## src/rtl/uart_rx_unit.sv

```systemverilog
`default_nettype none
// ============================================================================
// Module      : uart_rx_unit
// Description : Oversampling UART receiver. Deserialises the i_rx line into
//               NB_DATA-bit words (LSB first) using N_TICKS baud ticks per
//               bit. Frames with a low stop bit are flagged and dropped, and
//               a line held low afterwards (break) is absorbed until it
//               returns high.
//
// Ports       : i_clk          system clock
//               i_reset        synchronous, active-low reset
//               i_tick         one-cycle baud-tick strobe (N_TICKS x baud)
//               i_rx           asynchronous serial input, idle high
//               o_data         last good received word
//               o_rx_done      one-cycle pulse, o_data just updated
//               o_frame_error  one-cycle pulse, stop bit sampled low
//
// Revision    : 1.0 - initial release
// ============================================================================
module uart_rx_unit #(
  parameter int NB_DATA     = 8,
  parameter int N_TICKS     = 16,
  parameter int NB_TICK_CNT = 4,
  parameter int NB_BIT_CNT  = 3
) (
  input  logic               i_clk,
  input  logic               i_reset,
  input  logic               i_tick,
  input  logic               i_rx,
  output logic [NB_DATA-1:0] o_data,
  output logic               o_rx_done,
  output logic               o_frame_error
);

  // Tick on which the start bit is re-checked (its middle).
  localparam logic [NB_TICK_CNT-1:0] c_half_tick = NB_TICK_CNT'(N_TICKS / 2 - 1);
  // Tick on which data/stop bits are sampled (one full bit after the
  // previous sample, i.e. mid-bit).
  localparam logic [NB_TICK_CNT-1:0] c_last_tick = NB_TICK_CNT'(N_TICKS - 1);
  localparam logic [NB_TICK_CNT-1:0] c_tick_one  = NB_TICK_CNT'(1);
  localparam logic [NB_BIT_CNT-1:0]  c_last_bit  = NB_BIT_CNT'(NB_DATA - 1);
  localparam logic [NB_BIT_CNT-1:0]  c_bit_one   = NB_BIT_CNT'(1);

  typedef enum logic [2:0] {
    ST_IDLE  = 3'd0,
    ST_START = 3'd1,
    ST_DATA  = 3'd2,
    ST_STOP  = 3'd3,
    ST_BREAK = 3'd4
  } state_t;

  state_t                 state_q;
  logic                   rx_meta_q;
  logic                   rx_sync_q;
  logic [NB_TICK_CNT-1:0] s_q;
  logic [NB_BIT_CNT-1:0]  n_q;
  logic [NB_DATA-1:0]     b_q;
  logic [NB_DATA-1:0]     data_q;
  logic                   rx_done_q;
  logic                   frame_err_q;

  always_ff @(posedge i_clk) begin
    if (!i_reset) begin
      // Synchroniser resets to the idle line level so no false start
      // edge is seen when reset is released.
      rx_meta_q   <= 1'b1;
      rx_sync_q   <= 1'b1;
      state_q     <= ST_IDLE;
      s_q         <= '0;
      n_q         <= '0;
      b_q         <= '0;
      data_q      <= '0;
      rx_done_q   <= 1'b0;
      frame_err_q <= 1'b0;
    end else begin
      rx_meta_q   <= i_rx;
      rx_sync_q   <= rx_meta_q;
      // Status outputs are single-cycle pulses.
      rx_done_q   <= 1'b0;
      frame_err_q <= 1'b0;

      case (state_q)
        ST_IDLE: begin
          // Falling edge detected without waiting for a tick; the tick
          // counter starts from here.
          if (!rx_sync_q) begin
            state_q <= ST_START;
            s_q     <= '0;
          end
        end

        ST_START: begin
          if (i_tick) begin
            if (s_q == c_half_tick) begin
              if (!rx_sync_q) begin
                state_q <= ST_DATA;
                s_q     <= '0;
                n_q     <= '0;
              end else begin
                // Line back high at mid-start: treat as a glitch.
                state_q <= ST_IDLE;
              end
            end else begin
              s_q <= s_q + c_tick_one;
            end
          end
        end

        ST_DATA: begin
          if (i_tick) begin
            if (s_q == c_last_tick) begin
              s_q <= '0;
              b_q <= {rx_sync_q, b_q[NB_DATA-1:1]};
              if (n_q == c_last_bit) begin
                state_q <= ST_STOP;
              end else begin
                n_q <= n_q + c_bit_one;
              end
            end else begin
              s_q <= s_q + c_tick_one;
            end
          end
        end

        ST_STOP: begin
          if (i_tick) begin
            if (s_q == c_last_tick) begin
              if (rx_sync_q) begin
                data_q    <= b_q;
                rx_done_q <= 1'b1;
                state_q   <= ST_IDLE;
              end else begin
                // Bad stop bit: keep the previous word, wait out the
                // low line before looking for a new start edge.
                frame_err_q <= 1'b1;
                state_q     <= ST_BREAK;
              end
            end else begin
              s_q <= s_q + c_tick_one;
            end
          end
        end

        ST_BREAK: begin
          if (rx_sync_q) begin
            state_q <= ST_IDLE;
          end
        end

        default: begin
          state_q <= ST_IDLE;
        end
      endcase
    end
  end

  assign o_data        = data_q;
  assign o_rx_done     = rx_done_q;
  assign o_frame_error = frame_err_q;

endmodule
`default_nettype wire

```

## config.mk

```make
export PLATFORM = sky130hd
export DESIGN_NAME = uart_rx_unit
export DESIGN_NICKNAME = d
export VERILOG_FILES = /design/src/rtl/uart_rx_unit.sv
export SDC_FILE = /design/constraint.sdc
export NUM_CORES = 1
export LEC_CHECK = 0
export ABC_AREA = 1
export CORE_MARGIN = 2
export CORE_UTILIZATION = 40
export DETAILED_ROUTE_END_ITERATION = 8
export PLACE_DENSITY = 0.59
export SYNTH_ARGS = -nofsm -noshare
export SYNTH_HDL_FRONTEND = slang
export SYNTH_SLANG_ARGS = --single-unit
```

## constraint.sdc

```tcl
create_clock -name i_clk -period 1.6 [get_ports i_clk]
set_clock_uncertainty 0.15 [all_clocks]
set_input_delay 0.32 -clock i_clk [delete_from_list [all_inputs] [get_ports i_clk]]
set_output_delay 0.32 -clock i_clk [all_outputs]
set_load 0.02 [all_outputs]
```

==> flow_summary.toml <==
[floorplan]
die-area_um2 = 4100
die_w_um = 64.03
die_y_um = 64.03
start_util = 0.4252
ios = 14
core_area_um2 = 3390
rows = 21

[yosys]
synth_area_um2 = 1441
synth_edf_count = 0
ys_types = 25
synth_most_common_cell = "nor2_1"
yosysWarnings = 0
synth_common_cells = "nor2_1, nand2_1, dfxtp_1"
synth_flop_cell = "dfxtp_1"
synth_seq_area_share = 0.4167
yosys.area.top_type_share = 0.4167
synth.area.top_cells = "dfxtp_1, nor2_1, nand2_1, nand3_1, inv_1"
synth.largest_area_cell = "dfxtp_1"
synth_nets = 213
synth_async_sr_flop_share = 0
synthCells = 206
avgSynthCellArea_um2 = 6.997
ys_ff_latch = 30

[drt]
via_count = 1372
first_iter_violations = 99
wirelength_um = 3068
dr.pass1.iters = 4
drc = 0
viasPerCell = 4.848
wl_per_cell_um = 10.84
antenna_left = 0

[setup_path]
path_buf_inv = 0
slowest_delay_ns = 0.36
worst_path_max_delay_cell = "dfxtp_2"
cp_top_family = "simple AND/OR/NAND/NOR gates"
crit_required_ns = 1.72
cp.arrival_ns = 1.65
cp_cell_sequence = "ha_4 > nand3_2 > nand3_2 > nand2_2 > nor2_4 > nand2_2 > nand2_1 > nand2_1 > nor2_1"
end_kind = "register"
startpoint_type = "register"
crit_fanout = 8
worstSetupPathType = "reg2reg"

[timing]
fin_crit_ns = 1.530
rsz0062_at_grt = "true"
tightest_slew_ns = 0.2164
worst_hold_slack_ns = 0.2708
slew_viol_final = 0
hold_viol = 0
max_slew_margin = 0.8544
final-setup-viol-count = 0
setup_slack_ns = 0.06973
fin_crit_sh = 0.9564
max_freq_ghz = 0.6535

[status]
outcome = "finished, final reports clean"

[power_and_ir_drop]
share_comb_of_total_power = 0.340
seqPwrFrac = 0.395
powerDensity_nw_per_um2 = 1276
p_int_uw = 1492
pwr-share-clk = 0.265
p_leak_uw = 0.0008250
p_sw_uw = 841.3
p_sw_frac = 0.3606
vdd_ir_drop_max_uv = 869.1

[place]
place_area_um2 = 1704
portBuffers = 13
place_congestion = 0.9089
dp_slack_ns = -0.2657
dp_hpwl_um = 2302

[global_routing]
grt_max_degree = 23
grt_pass1_wl_um = 5464
busiest_layer = "met2"
grt_use_met1 = 0.2180
antenna_found_initial = 0
grt_use_total = 0.1726
met2_usage = 0.2643
use_met3 = 0.06338
grt_overflow = 0
grt_pass1_vias = 1252

[cts]
root_buffer = "clkbuf_4"
cts_buffers = 5
clk_path_buf_depth = 2
cts_tree = "built"
insertion_delay_ns = 0.33
clk_pin_slew_worst_paths_ns = 0.09
cts_sinks = 30
htreeDepth = 2
cts_hold_buf = 0

[layout]
n_antenna_cell = 0
area_growth_syn_to_layout_pct = 26.82
layout-drive-gt1-share = 0.2447
final_nets = 244
stdcell_area_um2 = 1828

[hold_path]
holdCritPathClass = "reg2reg"

[job]
drv_cap = 0
## worst reg2reg max path, cell delays in order (launching register included)
cell and delay [ns]:
dfxtp_2 0.36, ha_4 0.15, nand3_2 0.14, nand3_2 0.12, nand2_2 0.07, nor2_4 0.20
nand2_2 0.10, nand2_1 0.07, nand2_1 0.05, nor2_1 0.07
## what timing repair did
item / in CTS / in global routing
pin swaps: 2 / 3
buffers inserted: 0 / 1
gates resized for setup: 18 / 10
setup endpoints to repair: 32 / 11
endpoints found under the hold margin: 0 / 0
## flip-flops by register name, indices dropped and copies added, names as in the netlist
signal,cells
o_data,8
rx_meta_q,1
state_q,3
b_q,8
s_q,4
o_rx_done,1
n_q,3
o_frame_error,1
rx_sync_q,1
## power groups by stage
| stage | logic (uW) | clock network [uW] | registers [uW] |
|---|---|---|---|
| finish | 794 | 618 | 922 |
| global route | 910 | 680 | 934 |
| CTS | 760 | 637 | 912 |
| detailed placement | 754 | 0 | 919 |
| global placement | 730 | 0 | 916 |
| floorplan | 606 | 0 | 892 |
## through the flow
step / cells / power, uW / utilization / setup TNS [ns]
after floorplan: 206 / 1497 / - / 0
after CTS: 282 / 2309 / 0.5312 / 0
final: 283 / 2333 / 0.5393 / 0
after detailed placement: 275 / 1673 / 0.5028 / -5.903
after global routing: 283 / 2525 / 0.5393 / -0.3908
after global placement: 275 / 1646 / 0.5028 / -5.183
## placed cells by master (no fill, tap or decap)
| cell type | n |
|---|---|
| o21bai_1 | 1 |
| ha_4 | 1 |
| dfxtp_2 | 5 |
| o21ai_1 | 4 |
| and3_2 | 1 |
| a21oi_1 | 15 |
| dlygate4sd2_1 | 10 |
| clkinv_4 | 1 |
| nor3_2 | 1 |
| clkdlybuf4s50_1 | 3 |
| nand2_2 | 9 |
| inv_1 | 21 |
| nor2_1 | 36 |
| inv_2 | 5 |
| nor2_2 | 4 |
| nand3_2 | 4 |
| nand3_1 | 15 |
| buf_4 | 15 |
| nor2_4 | 2 |
| clkbuf_8 | 1 |
| o21ai_2 | 1 |
| dfxtp_1 | 25 |
| ha_1 | 2 |
| clkbuf_4 | 5 |
| bufinv_16 | 1 |
| nand2_1 | 31 |
| nor4_1 | 1 |
| o21ai_0 | 14 |
| or2_2 | 2 |
| nand3b_1 | 1 |
## kinds of logic after synthesis
| kind of cell | Yosys count | share of synthesized area |
|---|---|---|
| flip-flops | 30 | 0.4167 |
| buffers and inverters | 31 | 0.09201 |
| AO/OA/AOI/OAI | 35 | 0.1259 |
| AND/OR/NAND/NOR | 107 | 0.3394 |
| adder cells (fa/ha/maj) | 3 | 0.02604 |
## routing by layer
metal,vias to the layer above,wire [um]
met5,-,0
met4,0,46
met3,5,116
met2,19,1365
met1,627,1541
li1,721,-
## cell type report
cell class | instances | area (um2)
clock inverter | 1 | 30.03
inverter | 27 | 106.4
multi-input combinational | 145 | 745.7
tap | 46 | 57.56
timing repair buffer | 28 | 230.2
fill | 328 | 1562
clock buffer | 6 | 51.30
sequential | 30 | 606.8
## path summary, 6_finish.rpt
check / from / endpoint / slack, ns / cells after the start
max: s_q[1] / n_q[1] / 0.07 / 9
min: rx_meta_q / rx_sync_q / 0.27 / 1
max reg2reg: s_q[1] / n_q[1] / 0.07 / 9
min reg2reg: rx_meta_q / rx_sync_q / 0.27 / 1
(Power assumes the default switching activity.)
